==> config.mk <==
export PLATFORM = sky130hd
export DESIGN_NAME = interrupt_sequencer_flat
export DESIGN_NICKNAME = d
export VERILOG_FILES = /design/src/rtl/interrupt_sequencer_pkg.sv /design/src/rtl/interrupt_sequencer_if.sv /design/src/rtl/interrupt_sequencer_nmi_edge_detect.sv /design/src/rtl/interrupt_sequencer.sv /design/src/flat_wrapper.sv
export SDC_FILE = /design/constraint.sdc
export NUM_CORES = 1
export LEC_CHECK = 0
export ABC_CLOCK_PERIOD_IN_PS = 3300
export CAP_MARGIN = 20
export CORE_AREA = 5 5 78 59
export CTS_BUF_LIST = sky130_fd_sc_hd__clkbuf_2
export DETAILED_ROUTE_END_ITERATION = 8
export DIE_AREA = 0 0 83 64
export PLACE_DENSITY_LB_ADDON = 0.3
export SLEW_MARGIN = 40
export SYNTH_ARGS = -nofsm -noshare
export SYNTH_HDL_FRONTEND = slang
export SYNTH_SLANG_ARGS = --single-unit
==> constraint.sdc <==
create_clock -name clk -period 3.3 [get_ports clk]
set_clock_uncertainty 0.1 [all_clocks]
set_input_delay 0.495 -clock clk [delete_from_list [all_inputs] [get_ports clk]]
set_output_delay 0.495 -clock clk [all_outputs]
set_load 0.02 [all_outputs]
==> src/rtl/interrupt_sequencer_pkg.sv <==
`default_nettype none
// ----------------------------------------------------------------------------
// interrupt_sequencer_pkg : states, vector defaults and status helpers
// Rev 1.0
// ----------------------------------------------------------------------------
package interrupt_sequencer_pkg;

    typedef enum logic [2:0] {
        S_IDLE     = 3'd0,
        S_PUSH_PCH = 3'd1,
        S_PUSH_PCL = 3'd2,
        S_PUSH_P   = 3'd3,
        S_VEC_LO   = 3'd4,
        S_VEC_HI   = 3'd5,
        S_LOAD_PC  = 3'd6
    } state_t;

    localparam logic [15:0] c_reset_vector = 16'hFFFC;
    localparam logic [15:0] c_nmi_vector   = 16'hFFFA;
    localparam logic [15:0] c_irq_vector   = 16'hFFFE;
    localparam logic [7:0]  c_stack_page   = 8'h01;

    localparam int unsigned c_b_bit    = 4;
    localparam int unsigned c_bit5_bit = 5;

    // Status byte as it is pushed by a hardware interrupt: B clear, bit 5 set.
    function automatic logic [7:0] pushed_status(input logic [7:0] status);
        logic [7:0] v;
        v             = status;
        v[c_b_bit]    = 1'b0;
        v[c_bit5_bit] = 1'b1;
        return v;
    endfunction

endpackage
`default_nettype wire

==> src/rtl/interrupt_sequencer_if.sv <==
`default_nettype none
// ----------------------------------------------------------------------------
// interrupt_sequencer_if : core-side bus and control bundle of the sequencer
// Rev 1.0
// ----------------------------------------------------------------------------
interface interrupt_sequencer_if;

    logic        clk_enable;
    logic        irq;
    logic        nmi;
    logic        i_flag;
    logic        at_boundary;
    logic [15:0] pc_in;
    logic [7:0]  status_in;
    logic [7:0]  sp_in;
    logic [7:0]  data_in;
    logic        busy;
    logic [15:0] addr;
    logic [7:0]  data_out;
    logic        rw;
    logic        sp_dec;
    logic        pc_load;
    logic [15:0] pc_value;
    logic        set_i_flag;
    logic        nmi_ack;
    logic        irq_ack;

    modport master (
        input  clk_enable, irq, nmi, i_flag, at_boundary,
        input  pc_in, status_in, sp_in, data_in,
        output busy, addr, data_out, rw, sp_dec, pc_load, pc_value,
        output set_i_flag, nmi_ack, irq_ack
    );

    modport slave (
        output clk_enable, irq, nmi, i_flag, at_boundary,
        output pc_in, status_in, sp_in, data_in,
        input  busy, addr, data_out, rw, sp_dec, pc_load, pc_value,
        input  set_i_flag, nmi_ack, irq_ack
    );

endinterface
`default_nettype wire

==> src/rtl/interrupt_sequencer_nmi_edge_detect.sv <==
`default_nettype none
// ----------------------------------------------------------------------------
// interrupt_sequencer_nmi_edge_detect : NMI rising-edge latch with clear
// Rev 1.0
// ----------------------------------------------------------------------------
module interrupt_sequencer_nmi_edge_detect (
    input  wire logic clk,
    input  wire logic rst,
    input  wire logic i_clk_enable,
    input  wire logic i_nmi,
    input  wire logic i_clear,
    output logic      o_rise,
    output logic      o_pending
);

    logic r_nmi_prev;
    logic r_pending;

    assign o_rise    = i_nmi & ~r_nmi_prev;
    assign o_pending = r_pending;

    // Previous level resets high so an NMI held through reset is not an edge.
    always_ff @(posedge clk or posedge rst) begin
        if (rst) begin
            r_nmi_prev <= 1'b1;
            r_pending  <= 1'b0;
        end else if (i_clk_enable) begin
            r_nmi_prev <= i_nmi;
            r_pending  <= (r_pending | o_rise) & ~i_clear;
        end
    end

endmodule
`default_nettype wire

==> src/rtl/interrupt_sequencer.sv <==
`default_nettype none
// ----------------------------------------------------------------------------
// interrupt_sequencer : reset/NMI/IRQ entry - stack pushes, vector fetch, PC load
// Rev 1.0
// ----------------------------------------------------------------------------
module interrupt_sequencer
    import interrupt_sequencer_pkg::*;
#(
    parameter logic [15:0] RESET_VECTOR = c_reset_vector,
    parameter logic [15:0] NMI_VECTOR   = c_nmi_vector,
    parameter logic [15:0] IRQ_VECTOR   = c_irq_vector,
    parameter logic [7:0]  STACK_PAGE   = c_stack_page
) (
    input  wire logic              clk,
    input  wire logic              rst,
    interrupt_sequencer_if.master  sif
);

    state_t      r_state;
    logic [15:0] r_vector;
    logic [7:0]  r_vec_lo;
    logic [7:0]  r_vec_hi;
    logic        r_nmi_ack;
    logic        r_irq_ack;

    logic        w_nmi_rise;
    logic        w_nmi_pending;
    logic        w_in_push;
    logic        w_take_nmi;
    logic        w_take_irq;
    logic        w_hijack;
    logic        w_nmi_clear;

    logic        w_busy;
    logic [15:0] w_addr;
    logic [7:0]  w_data_out;
    logic        w_rw;
    logic        w_sp_dec;
    logic        w_pc_load;
    logic        w_set_i_flag;

    interrupt_sequencer_nmi_edge_detect u_nmi_edge (
        .clk          (clk),
        .rst          (rst),
        .i_clk_enable (sif.clk_enable),
        .i_nmi        (sif.nmi),
        .i_clear      (w_nmi_clear),
        .o_rise       (w_nmi_rise),
        .o_pending    (w_nmi_pending)
    );

    assign w_in_push  = (r_state == S_PUSH_PCH) || (r_state == S_PUSH_PCL) ||
                        (r_state == S_PUSH_P);
    assign w_take_nmi = (r_state == S_IDLE) && sif.at_boundary && w_nmi_pending;
    assign w_take_irq = (r_state == S_IDLE) && sif.at_boundary && !w_nmi_pending &&
                        sif.irq && !sif.i_flag;
    // An NMI arriving while an IRQ is still pushing redirects the vector fetch.
    assign w_hijack   = w_in_push && (r_vector != NMI_VECTOR) &&
                        (w_nmi_pending || w_nmi_rise);
    assign w_nmi_clear = w_take_nmi || w_hijack;

    always_ff @(posedge clk or posedge rst) begin
        if (rst) begin
            r_state   <= S_VEC_LO;
            r_vector  <= RESET_VECTOR;
            r_vec_lo  <= 8'h00;
            r_vec_hi  <= 8'h00;
            r_nmi_ack <= 1'b0;
            r_irq_ack <= 1'b0;
        end else if (sif.clk_enable) begin
            r_nmi_ack <= 1'b0;
            r_irq_ack <= 1'b0;
            case (r_state)
                S_IDLE: begin
                    if (w_take_nmi) begin
                        r_state   <= S_PUSH_PCH;
                        r_vector  <= NMI_VECTOR;
                        r_nmi_ack <= 1'b1;
                    end else if (w_take_irq) begin
                        r_state   <= S_PUSH_PCH;
                        r_vector  <= IRQ_VECTOR;
                        r_irq_ack <= 1'b1;
                    end
                end
                S_PUSH_PCH: r_state <= S_PUSH_PCL;
                S_PUSH_PCL: r_state <= S_PUSH_P;
                S_PUSH_P:   r_state <= S_VEC_LO;
                S_VEC_LO: begin
                    r_vec_lo <= sif.data_in;
                    r_state  <= S_VEC_HI;
                end
                S_VEC_HI: begin
                    r_vec_hi <= sif.data_in;
                    r_state  <= S_LOAD_PC;
                end
                S_LOAD_PC: r_state <= S_IDLE;
                default:   r_state <= S_IDLE;
            endcase
            if (w_hijack) begin
                r_vector  <= NMI_VECTOR;
                r_nmi_ack <= 1'b1;
            end
        end
    end

    always_comb begin
        w_busy       = 1'b1;
        w_addr       = 16'h0000;
        w_data_out   = 8'h00;
        w_rw         = 1'b1;
        w_sp_dec     = 1'b0;
        w_pc_load    = 1'b0;
        w_set_i_flag = 1'b0;
        case (r_state)
            S_IDLE: w_busy = 1'b0;
            S_PUSH_PCH, S_PUSH_PCL, S_PUSH_P: begin
                w_addr   = {STACK_PAGE, sif.sp_in};
                w_rw     = 1'b0;
                w_sp_dec = 1'b1;
                if (r_state == S_PUSH_PCH)      w_data_out = sif.pc_in[15:8];
                else if (r_state == S_PUSH_PCL) w_data_out = sif.pc_in[7:0];
                else                            w_data_out = pushed_status(sif.status_in);
            end
            S_VEC_LO: w_addr = r_vector;
            S_VEC_HI: begin
                w_addr       = r_vector + 16'd1;
                w_set_i_flag = 1'b1;
            end
            S_LOAD_PC: w_pc_load = 1'b1;
            default: w_busy = 1'b1;
        endcase
    end

    assign sif.busy       = w_busy;
    assign sif.addr       = w_addr;
    assign sif.data_out   = w_data_out;
    assign sif.rw         = w_rw;
    assign sif.sp_dec     = w_sp_dec;
    assign sif.pc_load    = w_pc_load;
    assign sif.pc_value   = {r_vec_hi, r_vec_lo};
    assign sif.set_i_flag = w_set_i_flag;
    assign sif.nmi_ack    = r_nmi_ack;
    assign sif.irq_ack    = r_irq_ack;

endmodule
`default_nettype wire
==> src/flat_wrapper.sv <==
// flat-port wrapper written by rule: the top's interface ports become plain ports
module interrupt_sequencer_flat import interrupt_sequencer_pkg::*;
#(
    parameter logic [15:0] RESET_VECTOR = c_reset_vector,
    parameter logic [15:0] NMI_VECTOR   = c_nmi_vector,
    parameter logic [15:0] IRQ_VECTOR   = c_irq_vector,
    parameter logic [7:0]  STACK_PAGE   = c_stack_page
)
  (clk, rst, sif_clk_enable, sif_irq, sif_nmi, sif_i_flag, sif_at_boundary, sif_pc_in, sif_status_in, sif_sp_in, sif_data_in, sif_busy, sif_addr, sif_data_out, sif_rw, sif_sp_dec, sif_pc_load, sif_pc_value, sif_set_i_flag, sif_nmi_ack, sif_irq_ack);
  interrupt_sequencer_if sif_i ();
  input  wire logic clk;
  input  wire logic rst;
  input wire logic [$bits(sif_i.clk_enable)-1:0] sif_clk_enable;
  input wire logic [$bits(sif_i.irq)-1:0] sif_irq;
  input wire logic [$bits(sif_i.nmi)-1:0] sif_nmi;
  input wire logic [$bits(sif_i.i_flag)-1:0] sif_i_flag;
  input wire logic [$bits(sif_i.at_boundary)-1:0] sif_at_boundary;
  input wire logic [$bits(sif_i.pc_in)-1:0] sif_pc_in;
  input wire logic [$bits(sif_i.status_in)-1:0] sif_status_in;
  input wire logic [$bits(sif_i.sp_in)-1:0] sif_sp_in;
  input wire logic [$bits(sif_i.data_in)-1:0] sif_data_in;
  output wire logic [$bits(sif_i.busy)-1:0] sif_busy;
  output wire logic [$bits(sif_i.addr)-1:0] sif_addr;
  output wire logic [$bits(sif_i.data_out)-1:0] sif_data_out;
  output wire logic [$bits(sif_i.rw)-1:0] sif_rw;
  output wire logic [$bits(sif_i.sp_dec)-1:0] sif_sp_dec;
  output wire logic [$bits(sif_i.pc_load)-1:0] sif_pc_load;
  output wire logic [$bits(sif_i.pc_value)-1:0] sif_pc_value;
  output wire logic [$bits(sif_i.set_i_flag)-1:0] sif_set_i_flag;
  output wire logic [$bits(sif_i.nmi_ack)-1:0] sif_nmi_ack;
  output wire logic [$bits(sif_i.irq_ack)-1:0] sif_irq_ack;
  assign sif_i.clk_enable = sif_clk_enable;
  assign sif_i.irq = sif_irq;
  assign sif_i.nmi = sif_nmi;
  assign sif_i.i_flag = sif_i_flag;
  assign sif_i.at_boundary = sif_at_boundary;
  assign sif_i.pc_in = sif_pc_in;
  assign sif_i.status_in = sif_status_in;
  assign sif_i.sp_in = sif_sp_in;
  assign sif_i.data_in = sif_data_in;
  assign sif_busy = sif_i.busy;
  assign sif_addr = sif_i.addr;
  assign sif_data_out = sif_i.data_out;
  assign sif_rw = sif_i.rw;
  assign sif_sp_dec = sif_i.sp_dec;
  assign sif_pc_load = sif_i.pc_load;
  assign sif_pc_value = sif_i.pc_value;
  assign sif_set_i_flag = sif_i.set_i_flag;
  assign sif_nmi_ack = sif_i.nmi_ack;
  assign sif_irq_ack = sif_i.irq_ack;
  interrupt_sequencer #(.RESET_VECTOR(RESET_VECTOR), .NMI_VECTOR(NMI_VECTOR), .IRQ_VECTOR(IRQ_VECTOR), .STACK_PAGE(STACK_PAGE)) u_core (.clk(clk), .rst(rst), .sif(sif_i));
endmodule
==> results of run 1 <==
## power by group
part	switching [mW]	internal, mW
clock	0.0930	0.0275
sequential	0.112	0.450
combinational	0.809	0.798
## through the flow
| step | instance area (sq um) | utilization [%] |
|---|---|---|
| after floorplan | 1400 | - |
| after global placement | 2320 | 61.7 |
| after detailed placement | 2320 | 61.7 |
| after CTS | 2340 | 62.2 |
| after global routing | 2340 | 62.3 |
| final | 2340 | 62.3 |
## cells by family after synthesis
group,Yosys count
buf+inv,18
compound gates,22
simple gates,51
mux,25
flops,25
## Yosys cell counts, types with 2 or more instances
| master | instances | area, sq um |
|---|---|---|
| a21oi_1 | 9 | 45.0 |
| a22o_1 | 3 | 26.3 |
| and3_1 | 2 | 12.5 |
| buf_2 | 2 | 10.0 |
| buf_4 | 8 | 60.1 |
| clkbuf_1 | 3 | 11.3 |
| dfrtp_1 | 22 | 551 |
| dfstp_2 | 3 | 78.8 |
| inv_1 | 4 | 15.0 |
| mux2_2 | 18 | 203 |
| mux2i_1 | 6 | 60.1 |
| nand2_1 | 15 | 56.3 |
| nand2b_1 | 2 | 12.5 |
| nor2_1 | 17 | 63.8 |
| nor2_2 | 2 | 12.5 |
| nor2b_1 | 5 | 31.3 |
| o21ai_0 | 4 | 20.0 |
## registers in the layout (all words and copies together), names as in the netlist
signal                        flops
u_core.u_nmi_edge.o_pending       1
u_core.r_state                    3
u_core.r_vec_lo                   8
u_core.r_vector                   2
u_core.sif.irq_ack                1
u_core.u_nmi_edge.r_nmi_prev      1
u_core.r_vec_hi                   8
u_core.sif.nmi_ack                1
## routing by layer
| metal | global-route usage (%) | vias up | part of all wire, % |
|---|---|---|---|
| met1 | 19.3 | 594 | 44 |
| met3 | 4.62 | 2 | 6.9 |
| li1 | - | 643 | - |
| met5 | 0 | - | 0 |
| met4 | 2.24 | 0 | 0.28 |
| met2 | 25.2 | 46 | 49 |
## cell type report
type / instances / area, sq um
clock buffer: 3 / 15.0
clock inverter: 1 / 5.00
fill: 347 / 1420
inverter: 5 / 18.8
multi-input combinational: 98 / 673
sequential: 25 / 629
tap: 52 / 65.1
timing repair buffer: 94 / 933
## worst register-to-register path, delay by kind of cell (launching register included)
kind	cells	cell delay, ns
mux	1	0.39
flops	1	0.62
simple gates	2	0.72
## timing repair
item	CTS	global route
endpoints found under the setup margin	0	2
gates resized for setup	0	1
hold buffers	0	0
## path summary, 6_finish.rpt
check | start | cells after the start | endpoint
max | u_core.r_state[1]$_DFFE_PP0P_ | 4 | sif_addr[2]
max in group asynchronous | rst | 2 | u_core.u_nmi_edge.r_nmi_prev$_DFFE_PP1P_
max reg2reg | u_core.r_state[1]$_DFFE_PP0P_ | 3 | u_core.r_vec_lo[5]$_DFFE_PP0P_
min in group clk | u_core.r_vec_hi[7]$_DFFE_PP0P_ | 1 | u_core.r_vec_hi[7]$_DFFE_PP0P_
min reg2reg | u_core.r_vec_hi[7]$_DFFE_PP0P_ | 1 | u_core.r_vec_hi[7]$_DFFE_PP0P_
min | rst | 2 | u_core.sif.nmi_ack$_DFFE_PP0P_
==> flow_metrics.py, run 1 <==
metrics = {
    "global_routing": {
        "grtUsageTotal_pct": 14.9,
        "grt_max_degree": 26,
        "grt.overflow.total": 0,
        "grt_pass1_vias": 1317,
        "grt_pass1_wl_microns": 6670,
        "antenna_found_initial": 0,
    },
    "sta": {
        "final.setup.worst_slack_ns": 0.373,
        "worst_pin_slew_ns": 0.519,
        "final-setup-viol-count": 0,
        "max_slew_margin_pct": 65.4,
        "fin_setup_tns_ns": 0,
        "hold_violations": 0,
        "hold-worst-slack_ns": 0.340,
        "min_period_ns": 2.93,
        "drv_slew": 0,
        "rsz0062_at_grt": "no",
        "max_freq_mhz": 342,
        "layout_worst_path_cycle_share_pct": 88.7,
    },
    "worst_setup_path": {
        "start_kind": "flip-flop",
        "required_ns": 2.70,
        "worstSetupPathType": "reg2out",
        "path_delay_family": "buffers and inverters",
        "crit_buf_inv": 2,
        "path_max_fanout": 14,
        "crit_slowest_cell": "dfrtp_1",
        "slowest_delay_ns": 0.72,
        "cp.arrival_ns": 2.33,
        "critical_path.cell_chain": "nand2b_1, inv_1, a22o_1, clkdlybuf4s50_1",
        "rrSetupSlack_ns": 1.40,
        "crit_path_end_kind": "primary output",
    },
    "synth": {
        "synth-adder-area-share_pct": 0,
        "synth_compound_area_share_pct": 9.74,
        "synthDistinctLibCells": 33,
        "muxShareOfSynthArea_pct": 19.6,
        "syn_area_sq_um": 1400,
        "synth_edf_count": 0,
        "ys.flop_type": "dfrtp_1",
        "yosys.area_share.xor_xnor_pct": 0,
        "synth_area_per_cell_sq_um": 9.93,
        "synthSimpleGateAreaFrac_pct": 18.6,
        "synth_top_family_by_area": "multiplexers",
        "synth_seq_area_share_pct": 45.0,
        "async_flop_share_pct": 100,
        "syn_inst": 141,
        "ys_seq_elements": 25,
        "ys_warn_count": 0,
        "synth_fp_nets": 188,
    },
    "routing": {
        "via_count": 1285,
        "wirelength_microns": 3900,
        "first_pass_iters": 4,
        "dr.first_iter.drc_count": 54,
        "postRouteAntennaNets": 0,
        "detail_route.wl_per_cell_microns": 14.0,
        "drc": 0,
        "vias_per_cell": 4.62,
    },
    "clock_network": {
        "numCtsBuffers": 3,
        "cts.sinks": 25,
        "htree_levels": 1,
        "cts_buffer_depth": 2,
        "clock_latency_ns": 0.35,
        "cts-root-buf": "clkbuf_2",
        "cts_tree": "built",
        "path_clk_slew_ns": 0.24,
        "cts_setup_buffers": 0,
    },
    "die": {
        "fp.coreArea_sq_um": 3760,
        "rows": 19,
        "ios": 94,
        "die_x_microns": 83,
        "dieArea_sq_um": 5310,
        "start_util_pct": 37.3,
        "dieHeight_microns": 64,
    },
    "final_layout": {
        "final_cell_mix": "clkdlybuf4s50_1 (91), dfrtp_1 (22), mux2_2 (18)",
        "layout-drive-gt1-share_pct": 15.5,
        "final_common_cell": "clkdlybuf4s50_1",
        "num-nets-final": 274,
        "fin_cells": 278,
        "area_delta_synth_final_pct": 67.1,
        "antenna_cells": 0,
    },
    "placed_design": {
        "post-place-ws_ns": 0.701,
        "place_inst": 274,
        "dp_hpwl_microns": 3170,
        "portBuffers": 91,
        "gp_congestion": 0.820,
    },
    "pwr": {
        "power_density_nw_per_um2": 978,
        "ir_drop_uv": 551,
        "leakage_nw": 0.978,
        "p_total_mw": 2.29,
    },
    "min_path": {
        "hp-class": "in2async",
    },
    "flow_run": {
        "max-cap-violations": 0,
    },
    "run_status": {
        "outcome": "finished clean",
    },
}
(Power assumes the default switching activity.)
==> run 2: changes to the inputs <==
- ABC_CLOCK_PERIOD_IN_PS: 3300 -> not set
- CORE_AREA: 5 5 78 59 -> 5 5 79 59
- DIE_AREA: 0 0 83 64 -> 0 0 84 64
- SYNTH_HIERARCHICAL: not set -> 1
==> flow_metrics.py, run 2 <==
metrics = {
    "synth": {
        "synth_top_area_share_pct": 36.9,
        "yosys-top-cells-count": "dfrtp_1 (22), nand2_1 (16), nor2_1 (15)",
        "ys.flop_type": "dfrtp_1",
        "synth_area_per_cell_sq_um": 10.3,
        "synth_seq_area_share_pct": 42.2,
        "synth_fp_nets": 192,
        "ys_seq_elements": 25,
        "async_flop_share_pct": 100,
        "syn_area_sq_um": 1490,
        "yosysTopAreaCell": "dfrtp_1",
        "synth_most_common_cell": "dfrtp_1",
        "synth_area_leaders": "dfrtp_1 (37%), mux2_4 (8.1%), mux2_1 (6.0%), dfstp_2 (5.3%), mux2i_1 (4.0%)",
        "ys_warn_count": 6,
        "syn_inst": 145,
        "synthDistinctLibCells": 40,
        "synth_edf_count": 0,
    },
    "final_layout": {
        "antenna_cells": 0,
        "num-nets-final": 274,
        "fin_util_pct": 62.8,
        "final_cell_mix": "clkdlybuf4s50_1 (91), dfrtp_1 (22), nand2_1 (16)",
        "top_regs": "u_core/r_vec_hi x8, u_core/r_vec_lo x8, u_core/r_state x3",
        "nFillCells": 336,
        "final_common_cell": "clkdlybuf4s50_1",
        "finalInstanceArea_sq_um": 2390,
        "layout-drive-gt1-share_pct": 11.9,
        "area_delta_synth_final_pct": 60.3,
    },
    "placed_design": {
        "place_area_sq_um": 2370,
        "dp_hpwl_microns": 3000,
        "post-place-ws_ns": 0.774,
        "gp_congestion": 0.762,
        "portBuffers": 91,
    },
    "clock_network": {
        "cts-root-buf": "clkbuf_2",
        "cts_resized": 0,
        "cts_buffer_depth": 2,
        "htree_levels": 1,
        "cts.sinks": 25,
        "numCtsBuffers": 3,
        "hold_buffers": 0,
        "cts_tree": "built",
        "cts_setup_buffers": 0,
        "path_clk_slew_ns": 0.23,
        "clock_latency_ns": 0.34,
    },
    "sta": {
        "hold_violations": 0,
        "min_period_ns": 2.91,
        "max_freq_mhz": 344,
        "worst_pin_slew_ns": 0.519,
        "fin_setup_tns_ns": 0,
        "final.setup.worst_slack_ns": 0.393,
        "max_slew_margin_pct": 65.3,
        "layout_worst_path_cycle_share_pct": 88.1,
        "final-setup-viol-count": 0,
        "rsz0062_at_grt": "no",
        "drv_slew": 0,
        "hold-worst-slack_ns": 0.192,
    },
    "pwr": {
        "power_density_nw_per_um2": 910,
        "p_sw_mw": 0.933,
        "ir_drop_uv": 468,
        "combPwrFrac_pct": 67.9,
        "power.share.switching_pct": 42.9,
        "leakage_nw": 1.01,
        "seqPwrFrac_pct": 26.8,
        "clkPwrFrac_pct": 5.3,
        "p_int_mw": 1.24,
    },
    "global_routing": {
        "grt_pass1_wl_microns": 6110,
        "grt.overflow.total": 0,
        "grt.busiest_layer": "met2",
        "grtUsageMet1_pct": 18.5,
        "grt_use_met2_pct": 22.9,
        "grt_pass1_vias": 1210,
        "use_met3_pct": 3.98,
        "grt_max_degree": 24,
        "grtUsageTotal_pct": 14.0,
        "antenna_found_initial": 0,
    },
    "worst_setup_path": {
        "r2r_end": "u_core/r_vec_lo[4]$_DFFE_PP0P_",
        "worstSetupPathType": "reg2out",
        "path_max_fanout": 22,
        "cp.arrival_ns": 2.31,
        "required_ns": 2.70,
        "reg2reg_depth": 4,
        "crit_path_end_kind": "primary output",
        "start_kind": "flip-flop",
        "r2r-start": "u_core/r_state[2]$_DFFE_PP1P_",
        "cp-startpoint": "u_core/r_state[2]$_DFFE_PP1P_",
        "rrSetupSlack_ns": 1.36,
        "endpoint": "sif_addr[3]",
    },
    "min_path": {
        "hp-class": "in2async",
    },
    "die": {
        "dieHeight_microns": 64,
        "die_x_microns": 84,
        "ios": 94,
        "fp.coreArea_sq_um": 3800,
        "rows": 19,
        "start_util_pct": 39.2,
        "dieArea_sq_um": 5380,
    },
    "routing": {
        "wirelength_microns": 3790,
        "detail_route.wl_per_cell_microns": 13.6,
        "first_pass_iters": 4,
        "dr.first_iter.drc_count": 39,
        "vias_per_cell": 4.56,
        "postRouteAntennaNets": 0,
        "drc": 0,
        "via_count": 1269,
    },
    "run_status": {
        "outcome": "finished clean",
    },
    "flow_run": {
        "max-cap-violations": 0,
    },
}
## run 2: changes by cell type after synthesis, moves of 2 or more
cell      change
mux2_2       -17
mux2_4        +8
mux2_1        +7
buf_6         +3
nor2b_1       -3
a22o_1        -2
and3_1        -2
buf_4         -2
inv_1         +2
nand3b_1      +2
nor2_1        -2
nor2_2        -2
o21ai_0       +2
o21ai_1       +2
## run 2: cell type report
class / instances / area (sq um) / share of cell area (%)
inverter: 8 / 32.5 / 1.36
clock inverter: 1 / 5.00 / 0.210
sequential: 25 / 629 / 26.3
timing repair buffer: 92 / 918 / 38.4
tap: 52 / 65.1 / 2.72
multi-input combinational: 97 / 723 / 30.3
clock buffer: 3 / 15.0 / 0.629
## run 2: how the worst min path moves through the flow
stage,slack (ns),start,to,depth (start not counted)
floorplan,0.14,rst,u_core/u_nmi_edge/o_pending$_DFFE_PP0P_,1
detailed placement,0.38,u_core/r_vec_hi[0]$_DFFE_PP0P_,u_core/r_vec_hi[0]$_DFFE_PP0P_,1
global placement,0.37,u_core/r_vec_hi[7]$_DFFE_PP0P_,u_core/r_vec_hi[7]$_DFFE_PP0P_,1
global route,0.17,rst,u_core/u_nmi_edge/o_pending$_DFFE_PP0P_,2
CTS,0.17,rst,u_core/u_nmi_edge/o_pending$_DFFE_PP0P_,2
finish,0.19,rst,u_core/u_nmi_edge/o_pending$_DFFE_PP0P_,2
## run 2: cell families after synthesis
| family | Yosys count | synth area share (%) |
|---|---|---|
| AND/OR/NAND/NOR | 47 | 18.2 |
| AO/OA/AOI/OAI | 27 | 11.4 |
| flip-flops | 25 | 42.2 |
| multiplexers | 23 | 18.9 |
| buffers and inverters | 23 | 9.24 |
## run 2: per-layer routing
layer / share of wire (%) / vias to the layer above / wire length (microns)
met3: 6.0 / 2 / 226
met2: 47 / 39 / 1780
met4: 0.71 / 0 / 27
met5: 0 / - / 0
li1: - / 650 / -
met1: 46 / 578 / 1750
## run 2: power groups by stage
stage	combinational (mW)	clock, mW	sequential, mW
finish	1.48	0.115	0.582
global route	1.57	0.133	0.610
CTS	1.49	0.123	0.584
detailed placement	1.49	0	0.589
global placement	1.48	0	0.586
floorplan	0.801	0	0.660
## run 2: worst max-delay path, cell delays in order (launching register included)
cell and delay (ns):
dfstp_2 0.83, or3_4 0.21, a21boi_1 0.20, o21a_1 0.14
clkdlybuf4s50_1 0.60
## run 2: per-stage QoR
| stage | cells | power, mW |
|---|---|---|
| 2_1_floorplan | 145 | 1.46 |
| 4_1_cts | 278 | 2.20 |
| 6_report | 278 | 2.17 |
| 3_5_place_dp | 274 | 2.08 |
| 3_3_place_gp | 274 | 2.07 |
| 5_1_grt | 278 | 2.32 |
